<file path="src/rtl/cordic_phase_sequencer_if.sv">
// Start/done handshake between the phase sequencer (master) and the 8-bit CORDIC sine core.
// Macro COS_OUT_EN adds the core's x (cosine) result to the bundle.
interface cordic_phase_sequencer_if;
  logic       core_start;
  logic [7:0] core_alpha;
  logic       core_done;
  logic [7:0] core_y;
`ifdef COS_OUT_EN
  logic [7:0] core_x;
`endif

  modport master (
    output core_start,
    output core_alpha,
`ifdef COS_OUT_EN
    input  core_x,
`endif
    input  core_done,
    input  core_y
  );

  modport slave (
    input  core_start,
    input  core_alpha,
`ifdef COS_OUT_EN
    output core_x,
`endif
    output core_done,
    output core_y
  );
endinterface

</file>
<file path="src/rtl/cordic_phase_sequencer.sv">
// Phase accumulator and quadrant folding front-end for the 8-bit CORDIC sine core.
// Optional macro COS_OUT_EN adds a signed cosine output taken from the core's x result.
module cordic_phase_sequencer #(
  parameter int unsigned TIMEOUT_CYCLES = 31,
  parameter int unsigned GAP_CYCLES     = 0
) (
  input  logic                            clk,
  input  logic                            rst_n,
  input  logic                            ena,
  input  logic                            run,
  input  logic [7:0]                      step_deg,
  cordic_phase_sequencer_if.master        core,
  output logic [7:0]                      sample,
  output logic                            sample_valid,
  output logic [1:0]                      quadrant,
  output logic                            busy,
  output logic                            timeout_err
`ifdef COS_OUT_EN
  ,
  output logic [7:0]                      cos_sample
`endif
);

  localparam int unsigned WaitW = $clog2(TIMEOUT_CYCLES + 2);
  localparam int unsigned GapW  = $clog2(GAP_CYCLES + 2);

  typedef enum logic [2:0] {StIdle, StIssue, StWait, StEmit, StGap} state_e;

  state_e            state_q, state_d;
  logic [8:0]        phase_q, phase_d;
  logic [7:0]        alpha_q, alpha_d;
  logic [1:0]        quad_q, quad_d;
  logic [7:0]        sample_q, sample_d;
  logic              timeout_q, timeout_d;
  logic [WaitW-1:0]  wait_cnt_q, wait_cnt_d;
  logic [GapW-1:0]   gap_cnt_q, gap_cnt_d;
`ifdef COS_OUT_EN
  logic [7:0]        cos_q, cos_d;
`endif

  logic [7:0] step_c;
  logic [9:0] sum;
  logic [8:0] adv_phase;
  logic [7:0] fold_alpha;
  logic [1:0] fold_quad;
  state_e     post_txn_state;

  function automatic logic [7:0] neg_sat(input logic [7:0] v);
    return (v == 8'h80) ? 8'h7f : (~v + 8'd1);
  endfunction

  assign step_c    = (step_deg > 8'd179) ? 8'd179 : step_deg;
  assign sum       = {1'b0, phase_q} + {2'b00, step_c};
  assign adv_phase = (sum >= 10'd360) ? 9'(sum - 10'd360) : sum[8:0];

  // With no gap configured the GAP state is skipped entirely.
  assign post_txn_state = (GAP_CYCLES == 0) ? (run ? StIssue : StIdle) : StGap;

  // Fold the phase that will be current when ISSUE starts, so core_alpha is valid with core_start.
  always_comb begin
    fold_alpha = 8'(phase_d);
    fold_quad  = 2'd0;
    if (phase_d <= 9'd90) begin
      fold_alpha = 8'(phase_d);
      fold_quad  = 2'd0;
    end else if (phase_d <= 9'd180) begin
      fold_alpha = 8'(9'd180 - phase_d);
      fold_quad  = 2'd1;
    end else if (phase_d <= 9'd270) begin
      fold_alpha = 8'(phase_d - 9'd180);
      fold_quad  = 2'd2;
    end else begin
      fold_alpha = 8'(9'd360 - phase_d);
      fold_quad  = 2'd3;
    end
  end

  always_comb begin
    state_d    = state_q;
    phase_d    = phase_q;
    alpha_d    = alpha_q;
    quad_d     = quad_q;
    sample_d   = sample_q;
    timeout_d  = timeout_q;
    wait_cnt_d = wait_cnt_q;
    gap_cnt_d  = gap_cnt_q;
`ifdef COS_OUT_EN
    cos_d      = cos_q;
`endif
    if (ena) begin
      unique case (state_q)
        StIdle: begin
          if (run) state_d = StIssue;
        end
        StIssue: begin
          wait_cnt_d = '0;
          gap_cnt_d  = '0;
          state_d    = StWait;
        end
        StWait: begin
          if (core.core_done) begin
            // Quadrants 2 and 3 carry a negative sine.
            sample_d = quad_q[1] ? neg_sat(core.core_y) : core.core_y;
`ifdef COS_OUT_EN
            cos_d    = (quad_q[1] ^ quad_q[0]) ? neg_sat(core.core_x) : core.core_x;
`endif
            state_d  = StEmit;
          end else if (wait_cnt_q == WaitW'(TIMEOUT_CYCLES)) begin
            timeout_d = 1'b1;
            phase_d   = adv_phase;
            state_d   = post_txn_state;
          end else begin
            wait_cnt_d = wait_cnt_q + WaitW'(1);
          end
        end
        StEmit: begin
          phase_d = adv_phase;
          state_d = post_txn_state;
        end
        StGap: begin
          if (gap_cnt_q == GapW'(GAP_CYCLES - 1)) begin
            state_d = run ? StIssue : StIdle;
          end else begin
            gap_cnt_d = gap_cnt_q + GapW'(1);
          end
        end
        default: state_d = StIdle;
      endcase
    end
    if ((state_d == StIssue) && (state_q != StIssue)) begin
      alpha_d = fold_alpha;
      quad_d  = fold_quad;
    end
  end

  always_ff @(posedge clk or negedge rst_n) begin
    if (!rst_n) begin
      state_q    <= StIdle;
      phase_q    <= '0;
      alpha_q    <= '0;
      quad_q     <= '0;
      sample_q   <= '0;
      timeout_q  <= 1'b0;
      wait_cnt_q <= '0;
      gap_cnt_q  <= '0;
`ifdef COS_OUT_EN
      cos_q      <= '0;
`endif
    end else begin
      state_q    <= state_d;
      phase_q    <= phase_d;
      alpha_q    <= alpha_d;
      quad_q     <= quad_d;
      sample_q   <= sample_d;
      timeout_q  <= timeout_d;
      wait_cnt_q <= wait_cnt_d;
      gap_cnt_q  <= gap_cnt_d;
`ifdef COS_OUT_EN
      cos_q      <= cos_d;
`endif
    end
  end

  assign core.core_start = ena && (state_q == StIssue);
  assign core.core_alpha = alpha_q;
  assign sample_valid    = ena && (state_q == StEmit);
  assign sample          = sample_q;
  assign quadrant        = quad_q;
  assign busy            = (state_q == StIssue) || (state_q == StWait);
  assign timeout_err     = timeout_q;
`ifdef COS_OUT_EN
  assign cos_sample      = cos_q;
`endif

endmodule
</file>
<file path="src/flat_wrapper.sv">
// flat-port wrapper written by rule: the top's interface ports become plain ports
module cordic_phase_sequencer_flat 
#(
  parameter int unsigned TIMEOUT_CYCLES = 31,
  parameter int unsigned GAP_CYCLES     = 0
)
  (clk, rst_n, ena, run, step_deg, sample, sample_valid, quadrant, busy, timeout_err, core_core_start, core_core_alpha, core_core_done, core_core_y);
  cordic_phase_sequencer_if core_i ();
  input  logic clk;
  input  logic rst_n;
  input  logic ena;
  input  logic run;
  input  logic [7:0] step_deg;
  output logic [7:0] sample;
  output logic sample_valid;
  output logic [1:0] quadrant;
  output logic busy;
  output logic timeout_err;
  output wire logic [$bits(core_i.core_start)-1:0] core_core_start;
  output wire logic [$bits(core_i.core_alpha)-1:0] core_core_alpha;
  input wire logic [$bits(core_i.core_done)-1:0] core_core_done;
  input wire logic [$bits(core_i.core_y)-1:0] core_core_y;
  assign core_core_start = core_i.core_start;
  assign core_core_alpha = core_i.core_alpha;
  assign core_i.core_done = core_core_done;
  assign core_i.core_y = core_core_y;
  cordic_phase_sequencer #(.TIMEOUT_CYCLES(TIMEOUT_CYCLES), .GAP_CYCLES(GAP_CYCLES)) u_core (.clk(clk), .rst_n(rst_n), .ena(ena), .run(run), .step_deg(step_deg), .core(core_i), .sample(sample), .sample_valid(sample_valid), .quadrant(quadrant), .busy(busy), .timeout_err(timeout_err));
endmodule
</file>
<file path="config.mk">
export PLATFORM = sky130hd
export DESIGN_NAME = cordic_phase_sequencer_flat
export DESIGN_NICKNAME = d
export VERILOG_FILES = /design/src/rtl/cordic_phase_sequencer_if.sv /design/src/rtl/cordic_phase_sequencer.sv /design/src/flat_wrapper.sv
export SDC_FILE = /design/constraint.sdc
export NUM_CORES = 1
export LEC_CHECK = 0
export BUFFER_PORTS_ARGS = -buffer_cell sky130_fd_sc_hd__buf_2
export CORE_UTILIZATION = 35
export CTS_BUF_LIST = sky130_fd_sc_hd__clkbuf_16
export CTS_CLUSTER_DIAMETER = 60
export DETAILED_ROUTE_END_ITERATION = 6
export HOLD_SLACK_MARGIN = 0.12
export MAX_ROUTING_LAYER = met4
export PLACE_DENSITY = 0.51
export SYNTH_ARGS = -nofsm -noshare
export SYNTH_HDL_FRONTEND = slang
export SYNTH_SLANG_ARGS = --single-unit
</file>
<file path="constraint.sdc">
create_clock -name clk -period 3.75 [get_ports clk]
set_input_delay 0.375 -clock clk [delete_from_list [all_inputs] [get_ports clk]]
set_output_delay 0.375 -clock clk [all_outputs]
set_load 0.01 [all_outputs]
</file>
* Word level (Yosys, flattened, before mapping) *
Index checks and enable logic that the tools add are counted.

operators by class
  reductions and logical operators = 11
  div/mod/pow operators = 0
  $add $sub $neg = 8
  shift operators = 0
  eq/ne operators = 10
  $mul = 0
  mux-type cells = 26
  magnitude comparators = 5
  bitwise gates (word level) = 2

operator list
  kind                                                            count
  2-to-1 mux 8 bit                                                6
  2-to-1 mux 9 bit                                                4
  case mux 9 bit (2 select lines)                                 1
  2-to-1 mux 3 bit                                                5
  case mux 3 bit (5 select lines)                                 1
  2-to-1 mux 6 bit                                                2
  case mux 6 bit (2 select lines)                                 1
  adder 9 x 8 -> 10 bit                                           1
  >= comparator 10 x 9 -> 1 bit, second input constant            1
  less-or-equal comparator 9 x 7 -> 1 bit, second input constant  1
  less-or-equal comparator 9 x 8 -> 1 bit, second input constant  1
  less-or-equal comparator 9 bit, second input constant           1
  subtractor 9 bit, second input constant                         1
  adder 8 x 1 -> 8 bit, second input constant                     1
  == test 8 bit, second input constant                            1
  greater-than comparator 8 bit, second input constant            1
  inverter 8 bit                                                  1
  AND reduction 4 bit                                             2
  subtractor 7 x 8 -> 8 bit, first input constant                 1
  subtractor 8 bit, first input constant                          1
  subtractor 8 bit, second input constant                         1
  adder 6 x 1 -> 6 bit, second input constant                     1
  == test 3 x 1 -> 1 bit, second input constant                   2
  == test 3 x 2 -> 1 bit, second input constant                   2
  15 further kinds                                                22

word-level totals
  word-level logic and storage cells = 70
  memories kept = 0
  memory bits (read-only) = 0
  latch bits = 0
  bits in writable memories = 0
  output and inout port bits = 22
  flip-flop bits (word level) = 38

* Logic depth before layout (Yosys ltp) *
  depth after elaboration = 13
  depth in mapped cells = 21
  gate-level depth less buffers = 20

* Worst setup path after synthesis *
Ideal clock, no wire load.

  kind = in2reg
  from = input port step_deg[2]
  to = register u_core.alpha_q[4] (netlist: u_core.core.core_alpha[4])
  stages on the path = 20
  path buffers = 1
  library setup time = 92 ps
  setup slack = -641 ps
  required time = 3658 ps
  data arrival time = 4299 ps
  cell sequence = o211a_1 o21ai_0 and2_1 ha_1 buf_2 a21oi_1 a21oi_1 nor2b_1 inv_2 ha_1 nor2b_1 mux2i_1 o32a_1 a311oi_1 o21ai_1 a311o_1 o21ai_1 nand4_1 and4_1 o31ai_2

between the ends
  cells in the longest elaborated chain, start to end = 13
  elaborated cells on any way between the ends = 19
  classes of those cells = add/sub: 5; order compare: 5; mux: 9

RTL lines
  element                                                            line                           source
  start: declaration                                                 flat_wrapper.sv:13             input logic [7:0] step_deg;
  greater-than comparator 8 bit                                      cordic_phase_sequencer.sv:52   assign step_c = (step_deg > 8'd179) ? 8'd179 : step_deg;
  2-to-1 mux 8 bit *                                                 cordic_phase_sequencer.sv:52
  adder 9 x 8 -> 10 bit *                                            cordic_phase_sequencer.sv:53   assign sum = {1'b0, phase_q} + {2'b00, step_c};
  subtractor 9 bit or >= comparator 10 x 9 -> 1 bit (tied branches)  cordic_phase_sequencer.sv:54   assign adv_phase = (sum >= 10'd360) ? 9'(sum - 10'd360) : sum[8:0];
  2-to-1 mux 9 bit *                                                 cordic_phase_sequencer.sv:54
  2-to-1 mux 9 bit                                                   cordic_phase_sequencer.sv:108  end else if (wait_cnt_q == WaitW'(TIMEOUT_CYCLES)) begin
  2-to-1 mux 9 bit                                                   cordic_phase_sequencer.sv:101  if (core.core_done) begin
  case mux 9 bit (2 select lines) *                                  cordic_phase_sequencer.sv:91   unique case (state_q)
  2-to-1 mux 9 bit *                                                 cordic_phase_sequencer.sv:90   if (ena) begin
  via u_core.phase_d[7]                                              cordic_phase_sequencer.sv:30   logic [8:0] phase_q, phase_d;
  less-or-equal comparator 9 bit                                     cordic_phase_sequencer.sv:69   end else if (phase_d <= 9'd270) begin
  2-to-1 mux 8 bit                                                   cordic_phase_sequencer.sv:69
  2-to-1 mux 8 bit                                                   cordic_phase_sequencer.sv:66   end else if (phase_d <= 9'd180) begin
  2-to-1 mux 8 bit *                                                 cordic_phase_sequencer.sv:63   if (phase_d <= 9'd90) begin
  end signal: assignment                                             cordic_phase_sequencer.sv:152  alpha_q <= alpha_d;
  end: declaration                                                   cordic_phase_sequencer.sv:31   logic [7:0] alpha_q, alpha_d;

Mark *: on every way through the listed nets, which the timed path passes. The rest lies on a longest branch.
A chain may end at the register's enable or synchronous reset.

* Final worst setup path *
  from = input port step_deg[2]
  to = register u_core.alpha_q[4] (netlist: u_core.core.core_alpha[4])

between the ends
  cells in the longest elaborated chain, start to end = 13
  elaborated cells on any way between the ends = 19
  classes of those cells = add/sub: 5; order compare: 5; mux: 9

RTL lines
  element                                                            line                           source
  greater-than comparator 8 bit                                      cordic_phase_sequencer.sv:52
  2-to-1 mux 8 bit *                                                 cordic_phase_sequencer.sv:52
  adder 9 x 8 -> 10 bit *                                            cordic_phase_sequencer.sv:53
  subtractor 9 bit or >= comparator 10 x 9 -> 1 bit (tied branches)  cordic_phase_sequencer.sv:54
  2-to-1 mux 9 bit *                                                 cordic_phase_sequencer.sv:54
  2-to-1 mux 9 bit                                                   cordic_phase_sequencer.sv:108
  2-to-1 mux 9 bit                                                   cordic_phase_sequencer.sv:101
  case mux 9 bit (2 select lines) *                                  cordic_phase_sequencer.sv:91
  2-to-1 mux 9 bit *                                                 cordic_phase_sequencer.sv:90
  via u_core.phase_d[3]                                              cordic_phase_sequencer.sv:30
  subtractor 7 x 8 -> 8 bit (tied with other cells)                  cordic_phase_sequencer.sv:73   fold_alpha = 8'(9'd360 - phase_d);
  2-to-1 mux 8 bit                                                   cordic_phase_sequencer.sv:69
  2-to-1 mux 8 bit                                                   cordic_phase_sequencer.sv:66
  2-to-1 mux 8 bit *                                                 cordic_phase_sequencer.sv:63

Marks and branches as above.

==> summary.txt <==
Status
  • Status: finished, violations left
  • Violations in the final reports: setup timing

Power
  • Peak supply drop: 0.348 mV
  • Static power due to leakage: 2.22 nW
  • Fraction of power consumed by the clock network: 0.078
  • Combinational share of power: 0.785
  • Net switching component of the power: 2.47 mW
  • Sequential share of power: 0.137
  • Switching share of power: 0.461
  • Pwr dens: 1050 mW/mm^2
  • Internal power: 2.88 mW

Cells and area
  • Net count reported at finish: 579
  • Layout fillers: 939
  • Diode count: 0
  • Area growth, synth to finish: 46.3%
  • Share of layout cells above drive strength 1: 0.419

STA
  • Final critical-path share of the clock period: 1.06
  • Final critical-path setup slack: -0.224 ns
  • Final setup viols: 7
  • Count of final max-slew check failures: 0
  • Final Critical Period: 3.97 ns
  • Actual slew at the worst max-slew pin: 0.889 ns
  • Worst-case clock skew: 0.0119 ns
  • Number of endpoints with negative hold slack in the final report: 0
  • Max Fclk: 252 MHz
  • Aggregate negative setup slack: -1.03 ns
  • RSZ-0062 raised after global routing: true
  • Relative slew margins: 0.407

Worst setup path
  • Required time at the endpoint of the critical path: 3.94 ns
  • First element of the critical path: step_deg[2]
  • Worst Setup Start Kind: input pin
  • CP max stage delay: 0.43 ns
  • Top cell by count, worst path: buf_6
  • Crit path arrival time: 4.16 ns
  • Max Fanout on Critical Path: 6
  • Critical path capture point type: flop
  • CP Class: in -> reg
  • Launching point of the worst reg2reg path: u_core.phase_q[0]
  • Crit-path cells: buf_6 -> o211a_4 -> o21ai_4 -> buf_12 -> nand2b_4 -> ha_4 -> buf_4 -> a21oi_4 -> o211ai_1 -> a22o_1 -> buf_4 -> a2111o_1 -> nand4_1 -> nand4_4 -> buf_6 -> buf_6 -> a311o_1 -> o21ai_4 -> nand4_1 -> and4_1 -> o31ai_2
  • Crit-path slowest cell: a2111o_1

Yosys
  • Distinct cells, synth: 84
  • Register area share after synthesis: 0.272
  • Mean post-synth cell area: 8.34 um^2
  • Number of enable flip-flop cells after synthesis: 0
  • Dominant register cell in the synthesized netlist: dfrtp_1
  • Async set or reset register ratio after synthesis: 1.00
  • Count of mapped cells out of synthesis: 419
  • Largest area contributor in the synthesized netlist: dfrtp_1
  • Ys Warns: 0
  • Most common library cells after synthesis: dfrtp_1 (38), nor2_1 (38), a21oi_1 (32)
  • Combined area of all synthesized cells: 0.00350 mm^2
  • Synth area leaders: dfrtp_1 (27%), ha_1 (6.8%), a21oi_1 (4.6%)
  • Count of state elements after synthesis: 38
  • Number of nets in the synthesized netlist: 460
  • Top cell type's share of synthesized area: 0.272

Clock network
  • Clock-pin slew on the worst setup and hold paths: 0.06 ns
  • Number of buffers created by CTS: 5
  • TritonCTS clock tree: yes
  • CTS H-Tree Depth: 2
  • Clock tree root buffer cell: clkbuf_16
  • Maximum root-to-sink buffer count: 2
  • Clock Sinks: 38
  • Insertion delay of the later-clocked pin in the worst-skew pair: 0.28 ns

Route
  • Number of violations reported at the end of detailed-routing iteration 0: 148
  • Detailed-route via count: 3593
  • Via count normalized by instance count: 5.35
  • Drt total wl: 10200 um
  • Number of routed nets with antenna violations: 0
  • WL per Instance: 15.2 um
  • DR DRC count: 0
  • Number of search-and-repair iterations in the first detailed-routing pass: 4

Placement
  • Port-buffer cells: 42
  • Global placement routability congestion: 0.825
  • Post-placement worst setup slack: -0.612 ns
  • Detailed placement HPWL: 7480 um

Floorplanning
  • Die width: 102 um
  • Top-level port count: 43
  • Core footprint: 0.00973 mm^2
  • Initial core utilization: 0.359
  • Chip height: 102 um
  • Cell row count: 36
  • Area enclosed by the die boundary: 0.0104 mm^2

Min path
  • Class of the tightest hold or removal check: in -> async

Global routing
  • Largest net degree at the start of global routing: 39
  • Global-route wire length before repair: 16900 um
  • Vias in the first global route: 3427
  • GRT Util Overall: 0.213
  • Total congestion overflow: 0
  • Initial antenna violation count: 0

Flow run
  • Maximum capacitance violations: 0
-- cells in the final DEF (no fill, tap or decap), types with 5 or more instances in the layout --
| cell | count |
|---|---|
| a21o_1 | 6 |
| a21oi_1 | 25 |
| a21oi_2 | 5 |
| and2_1 | 7 |
| and3_1 | 6 |
| buf_2 | 38 |
| buf_4 | 82 |
| buf_6 | 12 |
| clkbuf_16 | 5 |
| dfrtp_1 | 38 |
| ha_1 | 10 |
| ha_4 | 9 |
| inv_1 | 21 |
| inv_2 | 5 |
| nand2_1 | 28 |
| nand2b_1 | 8 |
| nand2b_4 | 6 |
| nand3_1 | 12 |
| nand4_1 | 7 |
| nor2_1 | 32 |
| nor2_2 | 7 |
| nor2b_1 | 8 |
| nor3_1 | 7 |
| o211ai_1 | 7 |
| o21ai_0 | 13 |
| xnor2_1 | 7 |
| xor2_1 | 7 |
-- logic make-up (layout without fill, tap and decap cells) --
family | Yosys count | after routing | share of synthesized area
flip-flops | 38 | 38 | 0.272
adder cells (fa/ha/maj) | 20 | 20 | 0.0737
XOR/XNOR | 15 | 15 | 0.0397
AO/OA/AOI/OAI | 127 | 127 | 0.273
buffers and inverters | 46 | 166 | 0.0555
multiplexers | 9 | 9 | 0.0304
AND/OR/NAND/NOR | 164 | 164 | 0.256
-- layer usage --
metal  vias up  share of wire  track usage
li1       1785              -            -
met1      1725           0.47        0.286
met2        71           0.49        0.348
met3        12          0.025       0.0205
met4         0          0.012       0.0473
met5         -              0            -
-- final timing paths --
path	cells after the start	to	slack, ns
max	21	u_core.core.core_alpha[4]	-0.22
min	1	u_core.core.core_alpha[6]	0.21
max reg2reg	16	u_core.core.core_alpha[4]	0
min reg2reg	1	u_core.timeout_err	0.47
max in group asynchronous	1	u_core.state_q[0]	2.99
min in group clk	3	u_core.sample[0]	0.37
-- state kept, by name, indices dropped and copies added, names as in the netlist --
register and cells:
u_core.phase_q 9, u_core.core.core_alpha 8, u_core.sample 8, u_core.wait_cnt_q 6, u_core.state_q 3, u_core.quadrant 2, u_core.gap_cnt_q 1, u_core.timeout_err 1
-- worst max-delay path: cells and delay by family --
family / cells / cell delay (ns)
fa+ha+maj: 1 / 0.16
simple gates: 5 / 0.69
compound gates: 9 / 2.11
buf+inv: 6 / 0.80
-- per-stage QoR --
step                      hold slack [ns]  area, um^2  instances  utilization  total power [mW]
after floorplan                    0.0794        3630        419            -              2.95
after global placement              0.454        4430        645        0.456              4.17
after CTS                           0.249        4890        664        0.503              5.06
after global routing                0.305        5120        672        0.526              5.76
final                               0.210        5120        672        0.526              5.35
after detailed placement            0.455        4430        645        0.456              4.19
-- cell type report --
type	count	area (um^2)	area share
clock buffer	5	125	0.0245
inverter	25	93.8	0.0183
sequential	38	951	0.186
multi-input combinational	335	2800	0.548
timing repair buffer	133	961	0.188
tap	133	166	0.0325
clock inverter	3	17.5	0.00342
-- timing repair --
| action | in CTS | in global routing |
|---|---|---|
| pin swaps | 38 | 22 |
| hold buffers | 0 | 0 |
| resized for setup | 41 | 33 |
| buffers inserted | 11 | 8 |
| setup endpoints to repair | 8 | 8 |
-- power by group through the flow --
stage / Clock [mW] / Sequential, mW / Combinational, mW
6_report: 0.419 / 0.733 / 4.20
5_1_grt: 0.444 / 0.756 / 4.56
4_1_cts: 0.432 / 0.733 / 3.89
3_5_place_dp: 0 / 0.731 / 3.46
3_3_place_gp: 0 / 0.728 / 3.44
2_1_floorplan: 0 / 0.712 / 2.23
Note: power is estimated with default switching activity, not from simulation.
